`config.mk`:
```
export PLATFORM = sky130hd
export DESIGN_NAME = step_phase_decoder_flat
export DESIGN_NICKNAME = d
export VERILOG_FILES = /design/src/rtl/step_phase_decoder_if.sv /design/src/rtl/step_phase_decoder.sv /design/src/flat_wrapper.sv
export SDC_FILE = /design/constraint.sdc
export NUM_CORES = 1
export LEC_CHECK = 0
export ABC_AREA = 1
export ABC_CLOCK_PERIOD_IN_PS = 3800
export CORE_ASPECT_RATIO = 1.25
export CORE_MARGIN = 4
export CORE_UTILIZATION = 57
export CTS_CLUSTER_SIZE = 25
export DETAILED_ROUTE_END_ITERATION = 10
export GPL_ROUTABILITY_DRIVEN = 0
export PLACE_DENSITY_LB_ADDON = 0.1
export SLEW_MARGIN = 25
export SYNTH_ARGS = -nofsm -noshare
export SYNTH_HDL_FRONTEND = slang
export SYNTH_SLANG_ARGS = --single-unit
```
`constraint.sdc`:
```
create_clock -name clk -period 3.8 [get_ports clk]
set_input_delay 0.38 -clock clk [delete_from_list [all_inputs] [get_ports clk]]
set_output_delay 0.38 -clock clk [all_outputs]
set_load 0.02 [all_outputs]
```
`src/rtl/step_phase_decoder_if.sv`:
```
// step_phase_decoder_if
// Bundles the phase-monitor bus of step_phase_decoder.
//   phase        : raw 4-bit coil pattern, asynchronous to the decoder clock
//   clear        : zeroes position and error count (lock is kept)
//   position     : signed half-step count, +1 per forward step
//   step_valid   : one-cycle pulse per accepted +/-1 step
//   step_dir     : direction of the last step, 1 = forward
//   step_period  : cycles between the last two accepted steps
//   stalled      : no step accepted for the stall timeout
//   locked       : a valid reference index is held
//   skip_err     : one-cycle pulse, jump of 2..6 indices
//   illegal_err  : one-cycle pulse, undecodable pattern
//   err_cnt      : saturating count of error pulses
// master drives phase/clear; slave is the decoder.
interface step_phase_decoder_if #(
  parameter int POS_WIDTH = 32
);
  logic [3:0]                  phase;
  logic                        clear;
  logic signed [POS_WIDTH-1:0] position;
  logic                        step_valid;
  logic                        step_dir;
  logic [31:0]                 step_period;
  logic                        stalled;
  logic                        locked;
  logic                        skip_err;
  logic                        illegal_err;
  logic [7:0]                  err_cnt;

  modport master (
    output phase, clear,
    input  position, step_valid, step_dir, step_period, stalled,
           locked, skip_err, illegal_err, err_cnt
  );

  modport slave (
    input  phase, clear,
    output position, step_valid, step_dir, step_period, stalled,
           locked, skip_err, illegal_err, err_cnt
  );
endinterface

```
`src/rtl/step_phase_decoder.sv`:
```
// step_phase_decoder
// Reconstructs stepper motion from a 4-bit half-step phase bus: synchronizes
// and debounces the pattern, decodes it to a half-step index, tracks
// direction, signed position and step period, and flags stalls, skipped
// phases and illegal patterns.
// Ports:
//   clk  : system clock
//   rst  : synchronous active-high reset
//   bus  : step_phase_decoder_if.slave (phase/clear in, status out)
module step_phase_decoder #(
  parameter int DEBOUNCE      = 4,
  parameter int POS_WIDTH     = 32,
  parameter int STALL_TIMEOUT = 2083334
) (
  input  logic                  clk,
  input  logic                  rst,
  step_phase_decoder_if.slave   bus
);

  typedef enum logic [1:0] {ST_UNLOCKED, ST_LOCKED, ST_IDLE} state_t;

  localparam logic [3:0]                  DEB_LIM   = 4'(DEBOUNCE);
  localparam logic [31:0]                 STALL_LIM = 32'(STALL_TIMEOUT - 1);
  localparam logic signed [POS_WIDTH-1:0] POS_ONE   = POS_WIDTH'(1);

  function automatic logic [3:0] sat_inc4(input logic [3:0] v);
    return (v == 4'hF) ? v : v + 4'd1;
  endfunction

  function automatic logic [7:0] sat_inc8(input logic [7:0] v);
    return (v == 8'hFF) ? v : v + 8'd1;
  endfunction

  function automatic logic [31:0] sat_inc32(input logic [31:0] v);
    return (v == 32'hFFFF_FFFF) ? v : v + 32'd1;
  endfunction

  // Returns {legal, index}.
  function automatic logic [3:0] decode(input logic [3:0] p);
    case (p)
      4'b0001: return 4'b1_000;
      4'b0011: return 4'b1_001;
      4'b0010: return 4'b1_010;
      4'b0110: return 4'b1_011;
      4'b0100: return 4'b1_100;
      4'b1100: return 4'b1_101;
      4'b1000: return 4'b1_110;
      4'b1001: return 4'b1_111;
      default: return 4'b0_000;
    endcase
  endfunction

  logic [3:0]                  sync1_q, sync1_d, sync2_q, sync2_d, prev_q, prev_d;
  logic [3:0]                  run_q, run_d;
  logic                        done_q, done_d;
  state_t                      state_q, state_d;
  logic [2:0]                  ref_q, ref_d;
  logic signed [POS_WIDTH-1:0] position_q, position_d;
  logic                        step_valid_q, step_valid_d;
  logic                        step_dir_q, step_dir_d;
  logic [31:0]                 step_period_q, step_period_d;
  logic [31:0]                 per_cnt_q, per_cnt_d;
  logic                        stalled_q, stalled_d;
  logic                        skip_err_q, skip_err_d;
  logic                        illegal_err_q, illegal_err_d;
  logic [7:0]                  err_cnt_q, err_cnt_d;

  logic       eq, accept, legal, is_idle, step;
  logic [2:0] idx, delta;
  logic [3:0] dec;

  always_comb begin
    sync1_d = bus.phase;
    sync2_d = sync1_q;
    prev_d  = sync2_q;

    // run counts consecutive cycles the synchronized pattern has matched its
    // previous value; done blocks re-acceptance until the pattern changes.
    eq     = (sync2_q == prev_q);
    run_d  = eq ? sat_inc4(run_q) : 4'd0;
    accept = eq && (run_d >= DEB_LIM) && !done_q;
    done_d = eq && (done_q || accept);

    dec     = decode(sync2_q);
    legal   = dec[3];
    idx     = dec[2:0];
    is_idle = (sync2_q == 4'b0000);
    delta   = idx - ref_q;

    state_d       = state_q;
    ref_d         = ref_q;
    step          = 1'b0;
    step_dir_d    = step_dir_q;
    skip_err_d    = 1'b0;
    illegal_err_d = 1'b0;

    if (accept) begin
      case (state_q)
        ST_UNLOCKED: begin
          if (legal) begin
            ref_d   = idx;
            state_d = ST_LOCKED;
          end else if (!is_idle) begin
            illegal_err_d = 1'b1;
          end
        end
        default: begin
          // LOCKED and IDLE judge a legal pattern the same way against ref.
          if (legal) begin
            case (delta)
              3'd0: ;
              3'd1: begin step = 1'b1; step_dir_d = 1'b1; end
              3'd7: begin step = 1'b1; step_dir_d = 1'b0; end
              default: skip_err_d = 1'b1;
            endcase
            ref_d   = idx;
            state_d = ST_LOCKED;
          end else if (is_idle) begin
            state_d = ST_IDLE;
          end else begin
            illegal_err_d = 1'b1;
            state_d       = ST_UNLOCKED;
          end
        end
      endcase
    end

    step_valid_d = step;

    // Clear overrides a coincident step on position only.
    if (bus.clear)     position_d = '0;
    else if (step)     position_d = step_dir_d ? position_q + POS_ONE : position_q - POS_ONE;
    else               position_d = position_q;

    step_period_d = step ? sat_inc32(per_cnt_q) : step_period_q;
    per_cnt_d     = step ? 32'd0 : sat_inc32(per_cnt_q);
    stalled_d     = step ? 1'b0 : (stalled_q || (per_cnt_q >= STALL_LIM));

    if (bus.clear)                       err_cnt_d = 8'd0;
    else if (skip_err_d || illegal_err_d) err_cnt_d = sat_inc8(err_cnt_q);
    else                                 err_cnt_d = err_cnt_q;
  end

  always_ff @(posedge clk) begin
    if (rst) begin
      sync1_q       <= 4'd0;
      sync2_q       <= 4'd0;
      prev_q        <= 4'd0;
      run_q         <= 4'd0;
      done_q        <= 1'b0;
      state_q       <= ST_UNLOCKED;
      ref_q         <= 3'd0;
      position_q    <= '0;
      step_valid_q  <= 1'b0;
      step_dir_q    <= 1'b0;
      step_period_q <= 32'd0;
      per_cnt_q     <= 32'd0;
      stalled_q     <= 1'b0;
      skip_err_q    <= 1'b0;
      illegal_err_q <= 1'b0;
      err_cnt_q     <= 8'd0;
    end else begin
      sync1_q       <= sync1_d;
      sync2_q       <= sync2_d;
      prev_q        <= prev_d;
      run_q         <= run_d;
      done_q        <= done_d;
      state_q       <= state_d;
      ref_q         <= ref_d;
      position_q    <= position_d;
      step_valid_q  <= step_valid_d;
      step_dir_q    <= step_dir_d;
      step_period_q <= step_period_d;
      per_cnt_q     <= per_cnt_d;
      stalled_q     <= stalled_d;
      skip_err_q    <= skip_err_d;
      illegal_err_q <= illegal_err_d;
      err_cnt_q     <= err_cnt_d;
    end
  end

  assign bus.position    = position_q;
  assign bus.step_valid  = step_valid_q;
  assign bus.step_dir    = step_dir_q;
  assign bus.step_period = step_period_q;
  assign bus.stalled     = stalled_q;
  assign bus.locked      = (state_q != ST_UNLOCKED);
  assign bus.skip_err    = skip_err_q;
  assign bus.illegal_err = illegal_err_q;
  assign bus.err_cnt     = err_cnt_q;

endmodule

```
`src/flat_wrapper.sv`:
```
// flat-port wrapper written by rule: the top's interface ports become plain ports
module step_phase_decoder_flat 
#(
  parameter int DEBOUNCE      = 4,
  parameter int POS_WIDTH     = 32,
  parameter int STALL_TIMEOUT = 2083334
)
  (clk, rst, bus_phase, bus_clear, bus_position, bus_step_valid, bus_step_dir, bus_step_period, bus_stalled, bus_locked, bus_skip_err, bus_illegal_err, bus_err_cnt);
  step_phase_decoder_if #(.POS_WIDTH(POS_WIDTH)) bus_i ();
  input  logic clk;
  input  logic rst;
  input wire logic [$bits(bus_i.phase)-1:0] bus_phase;
  input wire logic [$bits(bus_i.clear)-1:0] bus_clear;
  output wire logic [$bits(bus_i.position)-1:0] bus_position;
  output wire logic [$bits(bus_i.step_valid)-1:0] bus_step_valid;
  output wire logic [$bits(bus_i.step_dir)-1:0] bus_step_dir;
  output wire logic [$bits(bus_i.step_period)-1:0] bus_step_period;
  output wire logic [$bits(bus_i.stalled)-1:0] bus_stalled;
  output wire logic [$bits(bus_i.locked)-1:0] bus_locked;
  output wire logic [$bits(bus_i.skip_err)-1:0] bus_skip_err;
  output wire logic [$bits(bus_i.illegal_err)-1:0] bus_illegal_err;
  output wire logic [$bits(bus_i.err_cnt)-1:0] bus_err_cnt;
  assign bus_i.phase = bus_phase;
  assign bus_i.clear = bus_clear;
  assign bus_position = bus_i.position;
  assign bus_step_valid = bus_i.step_valid;
  assign bus_step_dir = bus_i.step_dir;
  assign bus_step_period = bus_i.step_period;
  assign bus_stalled = bus_i.stalled;
  assign bus_locked = bus_i.locked;
  assign bus_skip_err = bus_i.skip_err;
  assign bus_illegal_err = bus_i.illegal_err;
  assign bus_err_cnt = bus_i.err_cnt;
  step_phase_decoder #(.DEBOUNCE(DEBOUNCE), .POS_WIDTH(POS_WIDTH), .STALL_TIMEOUT(STALL_TIMEOUT)) u_core (.clk(clk), .rst(rst), .bus(bus_i));
endmodule
```
After elaboration in Yosys (flattened, before gate mapping):

Memories as Yosys holds them, arrays and structs flattened. A register that Yosys moved wholly into a read port is not among the register bits.
Index checks and enable logic that the tools add are counted.

* flip-flop bits (word level): 131
* bits in read-only memories: 64
* output and inout bits: 78
* memories kept: 1

Memory list
* (no name shown): words 16, width 4, read ports 1, clocked after Yosys merged registers in 1, wr ports 0, RTL line step_phase_decoder.sv:40 `case (p)`

* add/sub/neg operators: 6
* $lt $le $gt $ge: 2
* eq/ne operators: 7
* mux-type cells: 24
* bitwise operators: 1
* reduce and logical (&&, ||, !) cells: 18

Operators with widths (count)
* $mux 32: 2
* $add 32x1->32 const B: 1
* $add 32x2->32 const B: 1
* $eq 32x32->1 const B: 1
* $ge 32x21->1 const B: 1
* $sub 32x2->32 const B: 1
* $mux 1: 14
* $mux 4: 3
* $add 8x1->8 const B: 1
* $eq 8x8->1 const B: 1
* $mux 2: 4
* $reduce_and 2->1: 3
* $reduce_or 2->1: 3
* $add 4x1->4 const B: 1
* $eq 4x4->1: 1
* $eq 4x4->1 const B: 1
* $ge 4x3->1 const B: 1
* $logic_not 4->1: 1
* $eq 3x1->1 const B: 1
* $eq 3x3->1 const B: 1
* $logic_and 1x1->1: 3
* $logic_not 3->1: 1
* $logic_or 1x1->1: 3
* $reduce_or 3->1: 1
* other kinds (7): 7

Depth between registers and ports, before layout:

Gate-level depths: netlist (run 1).

* depth in word-level cells: 9
* mapped depth: 27
* depth with buffers taken out: 26

Worst setup path before layout (run 1):

Ideal clock, no wire load.

* path type: register to register
* from: reg u_core.dec[0] (netlist name)
* to: reg u_core.position_q[31] (netlist: u_core.bus.position[31])
* setup time: 0.113 ns
* arrival time: 3.158 ns
* data required time: 3.687 ns
* slack: 0.529 ns
* stages on the path, launching flop included: 27
* path buffers: 2
* period minus slack after synthesis: 3.271 ns
* path through: dfxtp_1 > inv_1 > ha_1 > fa_1 > nor2_1 > nand4_1 > nand2_1 > inv_1 > nand3_4 > nand2_8 > inv_4 > buf_4 > buf_2 > ha_1 > inv_1 > nor2_2 > inv_1 > nor2_2 > nand2_1 > nor3_2 > nand2_1 > nand2_1 > nand2_1 > nand2_1 > nand2_1 > nand2_1 > nor2_1

* longest elaborated chain between the ends: 7
* elaborated cells between the ends (all ways): 13

RTL lines
* $sub 3x3->3 (*): RTL line step_phase_decoder.sv:88 `delta = idx - ref_q;`
* $eq 3x3->1 / $eq 3x1->1 (equally long branches): RTL line step_phase_decoder.sv:110 `case (delta)`
* $pmux 1 s2 / $reduce_or 2->1 (equally long branches)
* $mux 1 (on tied branches): RTL line step_phase_decoder.sv:109, step_phase_decoder.sv:110
* $mux 1 (on tied branches): RTL line step_phase_decoder.sv:98, step_phase_decoder.sv:109
* $mux 1 (on tied branches): RTL line step_phase_decoder.sv:97, step_phase_decoder.sv:98
* $mux 32 / $mux 1 (equally long branches): RTL line step_phase_decoder.sv:132, step_phase_decoder.sv:97
* end signal: assignment: RTL line step_phase_decoder.sv:170 `position_q <= position_d;`
* end: declaration: RTL line step_phase_decoder.sv:58 `logic signed [POS_WIDTH-1:0] position_q, position_d;`

Every way passes the cells marked *; elsewhere a longest branch is shown, timed or not.
A chain may end at the register's enable or synchronous reset.

Worst setup path in the final report (run 1):

* from: reg u_core.dec[0] (netlist name)
* to: reg u_core.position_q[27] (netlist: u_core.bus.position[27])

* longest elaborated chain between the ends: 7
* elaborated cells between the ends (all ways): 13

RTL lines (RTL line)
* $sub 3x3->3 (*): step_phase_decoder.sv:88
* $eq 3x3->1 / $eq 3x1->1 (equally long branches): step_phase_decoder.sv:110
* $pmux 1 s2 / $reduce_or 2->1 (equally long branches)
* $mux 1 (on tied branches): step_phase_decoder.sv:109, step_phase_decoder.sv:110
* $mux 1 (on tied branches): step_phase_decoder.sv:98, step_phase_decoder.sv:109
* $mux 1 (on tied branches): step_phase_decoder.sv:97, step_phase_decoder.sv:98
* $mux 32 / $mux 1 (equally long branches): step_phase_decoder.sv:132, step_phase_decoder.sv:97

Marked as above.

==> run metrics, run 1 <==
final wirelength=20510 um; area grow syn2layout=21.06%; reg-to-reg endpoint=u_core.bus.position[27]$_SDFFE_PP0P_; final period utilization=91.56%; largest family of logic cells by synthesized area=simple AND/OR/NAND/NOR gates; mean routed wirelength per cell=approximately 14 um; DRC=0; maximum number of pins on one net before global-route repair=37; Clock Power Share=a little over 50%; crit-path max FO=16; core area=12890 um2; skew final=0.009263 ns; Yosys Warn Count=0; Crit-path slowest cell=fa_1; register area share after synthesis=between 30 and 40%; Max Cap Viol=0; compound-cell area share of the yosys netlist=14.27%; CTS tree=yes; Hold Crit Class=reg -> reg; Distinct cells, synth=44; part of the power in registers=a little under half; H-Tree Depth=4; Crit path max-delay family=simple AND/OR/NAND/NOR gates; Starting Density=a little under 60%; Arr. time, crit path=around 3.8 ns; final hold vios=0; global-route wire length before repair=33710 um; Post-Syn Area=7611 um2; number of port buffers=between 80 and 90; dpl cells=around 1400; Final Max Slew Viols=0; PwrDens=around 340 nW/um2; simple-gate share of the synthesized area=roughly a third; Crit path depth=22; Critical Path Start=u_core.dec[0]$_DFF_P_; IO Pins=85; Vias=7759; Req. time, crit path=slightly above 4 ns; Pleak=4.157 nW; FF-to-FF Start=u_core.dec[0]$_DFF_P_; die width=111.4 um; sw frac=roughly 22%; grt ovf=0; status=completed; FF-to-FF setup slack=around 0.32 ns; Die Y=approximately 140 um; vias in the first global route=~7400; CP bufs+invs=7; Syn Inst Count=~1200; Clock Sinks=~140; Nets=between 1000 and 1500; crit path time final=~3.5 ns; number of cells on the worst reg-to-reg path=22; CTS Buffer Depth=2; post-synthesis adder-cell area fraction=under 10%; Syn Nets=1176; Setup CP Type=reg -> reg; drt first pass iters=5; final setup fails=0; Sw Pwr=0.7003 mW; Max Fclk=around 290 MHz; RSZ-0062 raised after global routing=no; Skew-Pair Late Insertion Delay=approximately 0.42 ns; CP endpoint=u_core.bus.position[27]$_SDFFE_PP0P_; share of layout cells above drive strength 1=between 6 and 7%; Cell Rows=46; Pint=2.434 mW; total track usage=between 20 and 30%; Reg clk slew, reported paths=~0.060 ns; clock root cell=clkbuf_16; initial antenna violation count=0; post-synthesis mux area share=0%; synthesized area per cell=6.567 um2; Die Area=between 15000 and 20000 um2; synthesized flop and latch total=between 100 and 150; CP Capture Type=flip-flop; diode count=0; Detail Placement HPWL=approximately 15000 um; setup TNS=0 ns; crit start category=flip-flop; Slew @ Worst Pin=approximately 0.79 ns; total CTS buffers=17; non-filler cells, final=1426; vias per cell=between 5 and 6; combinational power share=2.7%; Worst IR Drop VDD=0.0002976 V; crit-path most repeated cell=inv_1; fin worst setup slack=between 0.3 and 0.4 ns; crit-path max cell delay=roughly 0.53 ns; crit-path cells=inv_1, ha_1, fa_1, nor2_1, nand4_1, nand2_1, inv_1, nand3_4, nand2_8, inv_4, ha_1, inv_1, nor2_2, inv_1, nor2_2, inv_1, o21ai_0, a21oi_1, nand3_1, nand3_1, nand2_1, inv_1; initial DRC count=470; Hold Crit Start=u_core.prev_d[0]$_SDFF_PP0_; Slew HR=47.30%; DRT antenna net count=0; pre-CTS setup slack=around 0.35 ns; Post-Synth XOR/XNOR Area=5.343%
## placed cells by master, fill, tap and decap left out, types with 9 or more instances in the layout
master and instances:
a21oi_1 64, buf_4 15, clkbuf_16 17, clkdlybuf4s50_1 84, dfxtp_1 135, ha_1 9, inv_1 179, nand2_1 247
nand2_2 11, nand3_1 89, nand4_1 12, nor2_1 146, nor3_1 21, o211ai_1 9, o21ai_0 82, o21ai_1 10
o41ai_1 17, xor2_1 31
## synth_stat cells, drive strengths merged
master / count / area, um2
fa: 1 / 20.02
a21oi: 66 / 334.1
o21ai: 92 / 460.4
o311ai: 1 / 8.760
a21boi: 2 / 15.01
nand2: 260 / 1022
o21bai: 5 / 37.54
a21o: 1 / 7.510
a31oi: 1 / 6.260
clkinv: 1 / 3.750
dfxtp: 135 / 2703
clkbuf: 24 / 90.09
xor2: 35 / 336.6
buf: 8 / 61.30
nand3: 92 / 483.0
nor4: 8 / 50.05
xnor2: 8 / 70.07
inv: 184 / 693.2
o41ai: 17 / 148.9
nor2: 155 / 609.3
nand4: 12 / 75.07
o211ai: 9 / 67.56
nor3b: 1 / 7.510
nor3: 23 / 125.1
and2: 1 / 6.260
nand3b: 5 / 37.54
ha: 9 / 112.6
and3: 3 / 18.77
## power groups by stage
stage | Sequential, mW | Clock, mW | Combinational (mW)
finish | 1.44 | 1.61 | 0.0840
detailed placement | 1.47 | 0 | 0.0831
global placement | 1.47 | 0 | 0.0811
global route | 1.44 | 1.69 | 0.0971
CTS | 1.44 | 1.63 | 0.0842
floorplan | 1.47 | 0 | 0.0590
## logic make-up after synthesis
kind of cell / Yosys count
compound gates: 194
xor+xnor: 43
fa+ha+maj: 10
buf+inv: 217
flops: 135
simple gates: 560
## through the flow
stage | hold slack, ns | utilization, % | total power [mW] | area (um2)
2_1_floorplan | 0.4268 | - | 1.526 | 7611
3_3_place_gp | 0.4423 | 66.73 | 1.549 | 8603
3_5_place_dp | 0.4406 | 66.73 | 1.552 | 8603
4_1_cts | 0.4582 | 71.16 | 3.153 | 9174
5_1_grt | 0.4755 | 71.47 | 3.225 | 9214
6_report | 0.4534 | 71.47 | 3.134 | 9214
## per-layer routing
layer	GRT usage, %	up-vias	wire length, um
met4	14.74	0	915
met5	0	-	0
met3	4.174	76	993
met1	30.20	3542	8174
li1	-	3892	-
met2	48.89	249	10430
## area by class of cell
cell class / instances / area [um2]
Timing Repair Buffer: 99 / 953.4
Sequential cell: 135 / 2703
Clock buffer: 19 / 442.9
Inverter: 185 / 696.9
Clock inverter: 12 / 127.6
Fill cell: 1101 / 3679
Multi-Input combinational cell: 808 / 4080
Tap cell: 168 / 210.2
## flip-flops by register name, indices dropped and copies added (netlist names)
name / flops
u_core.bus.position: 32
u_core.bus.step_period: 32
u_core.per_cnt_q: 32
u_core.bus.err_cnt: 8
u_core.dec: 4
u_core.prev_d: 4
u_core.prev_q: 4
u_core.run_q: 4
u_core.sync1_q: 4
u_core.ref_q: 3
u_core.state_q: 2
u_core.bus.illegal_err: 1
u_core.bus.skip_err: 1
u_core.bus.stalled: 1
u_core.bus.step_dir: 1
u_core.bus.step_valid: 1
u_core.done_q: 1
## worst min path at each step
stage                                    to  slack, ns  depth (start not counted)
2_1_floorplan   u_core.prev_q[1]$_SDFF_PP0_       0.43                          2
3_3_place_gp    u_core.prev_q[1]$_SDFF_PP0_       0.44                          2
3_5_place_dp    u_core.prev_q[3]$_SDFF_PP0_       0.44                          2
4_1_cts         u_core.prev_q[1]$_SDFF_PP0_       0.46                          2
5_1_grt        u_core.sync1_q[2]$_SDFF_PP0_       0.48                          3
6_report        u_core.prev_q[0]$_SDFF_PP0_       0.45                          2
## timing repair
| action | 4_1_cts | 5_1_grt |
|---|---|---|
| buffers inserted | 0 | 3 |
| resized for setup | 0 | 3 |
| endpoints found under the setup margin | 0 | 7 |
| hold buffers | 0 | 0 |
## worst min-delay path: cells and delay by family, from the launching register on
kind	cells	cell delay, ns
buffers and inverters	1	0.06
flip-flops	1	0.32
AND/OR/NAND/NOR	1	0.03
(Power assumes the default switching activity.)
==> run 2: changes to the inputs <==
TNS_END_PERCENT = 50   (was default)
==> run 2 against run 1 <==
Compared with the run above:
- sequential cell count unchanged
- core utilization down 0.17 points
- clock-buffer cell count unchanged
- highest routed layer unchanged
- sequential power about the same
- clock power about the same
- global-route usage unchanged
- sequential share of layout area up 0.072 points
- non-clock buffer count down 3
- final cell count down 0.21%
- total power about the same
- die area unchanged
==> run metrics, run 2 (synthesized netlist as in run 1, its figures left out) <==
status=completed; RSZ-0062 raised after global routing=yes; Crit path max-delay family=simple AND/OR/NAND/NOR gates; crit path time final=3.479 ns; FF-to-FF Start=u_core.dec[0]$_DFF_P_; CTS tree=yes; number of cells on the worst reg-to-reg path=21; Slew HR=47.01%; Crit-path slowest cell=fa_1; Req. time, crit path=around 4.1 ns; number of port buffers=84; final setup fails=0; DRT antenna net count=0; # resized after CTS=0; Setup Fix Bufs, Post-CTS=0; vias in the first global route=approximately 7400; Max Fclk=~290 MHz; Detail Placement HPWL=14800 um; share of layout cells above drive strength 1=under 10%; Vias=about 7700; fillcell total=~1100; Nets=1260; Die Area=roughly 15000 um2; die width=111.4 um; Reg clk slew, reported paths=~0.06 ns; Worst IR Drop VDD=0.0002979 V; Setup CP Type=reg -> reg; FF-to-FF setup slack=approximately 0.32 ns; most frequent cells in the layout=nand2_1, inv_1, nor2_1, dfxtp_1, nand3_1; maximum number of pins on one net before global-route repair=37; Critical Path Start=u_core.dec[0]$_DFF_P_; final core utilization=a little under three quarters; Slew @ Worst Pin=between 0.7 and 0.8 ns; final period utilization=slightly above 90%; reg-to-reg endpoint=u_core.bus.position[29]$_SDFFE_PP0P_; Clock Sinks=about 140; core area=12890 um2; non-filler cells, final=~1400; final wirelength=between 20000 and 25000 um; Register Area=approximately 2700 um2; crit-path max FO=16; global-route wire length before repair=between 30000 and 40000 um; Skew-Pair Late Insertion Delay=around 0.42 ns; post-cts hold buffer count=0; Final Hold Slack=0.4534 ns; mean routed wirelength per cell=14.32 um; CP bufs+invs=5; dpl cells=roughly 1400; Starting Density=between 50% and 60%; skew final=around 0.0086 ns; Final Max Slew Viols=0; crit start category=flip-flop; H-Tree Depth=4; CP Capture Type=flip-flop; setup TNS=0 ns; diode count=0; Die Y=137.2 um; total track usage=between 20% and 30%; leading cell type in the layout, fill and taps excluded=nand2_1; Crit path depth=21; area grow syn2layout=20.76%; DRC=0; IO Pins=between 80 and 90; Arr. time, crit path=approximately 3.8 ns; crit-path max cell delay=between 0.4 and 0.5 ns; grt ovf=0; Multi-input gate area=4080 um2; vias per cell=5.410; Hold Crit Class=reg -> reg; initial DRC count=~450; Cell Rows=between 40 and 50; crit-path cells=inv_1, ha_1, fa_1, nor2_1, nand4_1, nand2_1, inv_1, nand3_4, nand2_8, inv_4, ha_1, inv_1, nor2_2, a21oi_1, o21ai_0, a21oi_1, nand2_1, nand2_1, nand3_1, nand2_1, inv_1; PwrDens=341.0 nW/um2; CP endpoint=u_core.bus.position[29]$_SDFFE_PP0P_; Final Cell Area=around 9200 um2; clock root cell=clkbuf_16; total CTS buffers=17; CTS Buffer Depth=2; drt first pass iters=5; Pleak=slightly above 4 nW; initial antenna violation count=0; final hold vios=0; Max Cap Viol=0; Placed Area=around 8600 um2
## run 2: cell types whose count changed in the layout (fill, tap and decap cells not counted)
cell / change
buf_4: -3
## run 2: worst min path at each step
| stage | start | to | depth (start not counted) |
|---|---|---|---|
| floorplan | u_core.prev_d[1]$_SDFF_PP0_ | u_core.prev_q[1]$_SDFF_PP0_ | 2 |
| global placement | u_core.prev_d[1]$_SDFF_PP0_ | u_core.prev_q[1]$_SDFF_PP0_ | 2 |
| detailed placement | u_core.prev_d[3]$_SDFF_PP0_ | u_core.prev_q[3]$_SDFF_PP0_ | 2 |
| CTS | u_core.prev_d[1]$_SDFF_PP0_ | u_core.prev_q[1]$_SDFF_PP0_ | 2 |
| global route | bus_phase[2] | u_core.sync1_q[2]$_SDFF_PP0_ | 3 |
| finish | u_core.prev_d[0]$_SDFF_PP0_ | u_core.prev_q[0]$_SDFF_PP0_ | 2 |
## run 2: final cells by class
type | instances | area share [%]
multi-input combinational | 808 | 44.39
sequential | 135 | 29.40
timing repair buffer | 96 | 10.13
inverter | 185 | 7.582
clock buffer | 19 | 4.819
tap | 168 | 2.287
clock inverter | 12 | 1.389
## run 2: where the power goes
part / leakage (nW) / total (mW) / switching, mW / internal [mW]
sequential: 1.09 / 1.44 / 0.00963 / 1.43
clock: 0.283 / 1.61 / 0.634 / 0.978
combinational: 2.77 / 0.0839 / 0.0567 / 0.0272
## run 2: worst min-delay path: cells and delay by family, from the launching register on
family	cells	cell delay, ns
buf+inv	1	0.06
flops	1	0.32
simple gates	1	0.03
## run 2: per-stage QoR
stage	power [mW]	setup WS, ns
global route	3.225	-0.009878
global placement	1.549	0.4170
detailed placement	1.552	0.3496
finish	3.134	0.3213
floorplan	1.526	0.5293
CTS	3.153	0.3357
## run 2: layer usage
layer	routed length [um]	track usage, %	vias to the layer above
met4	922	14.74	0
met1	8255	30.20	3529
met3	844	4.174	72
li1	-	-	3888
met2	10360	48.89	209
met5	0	0	-
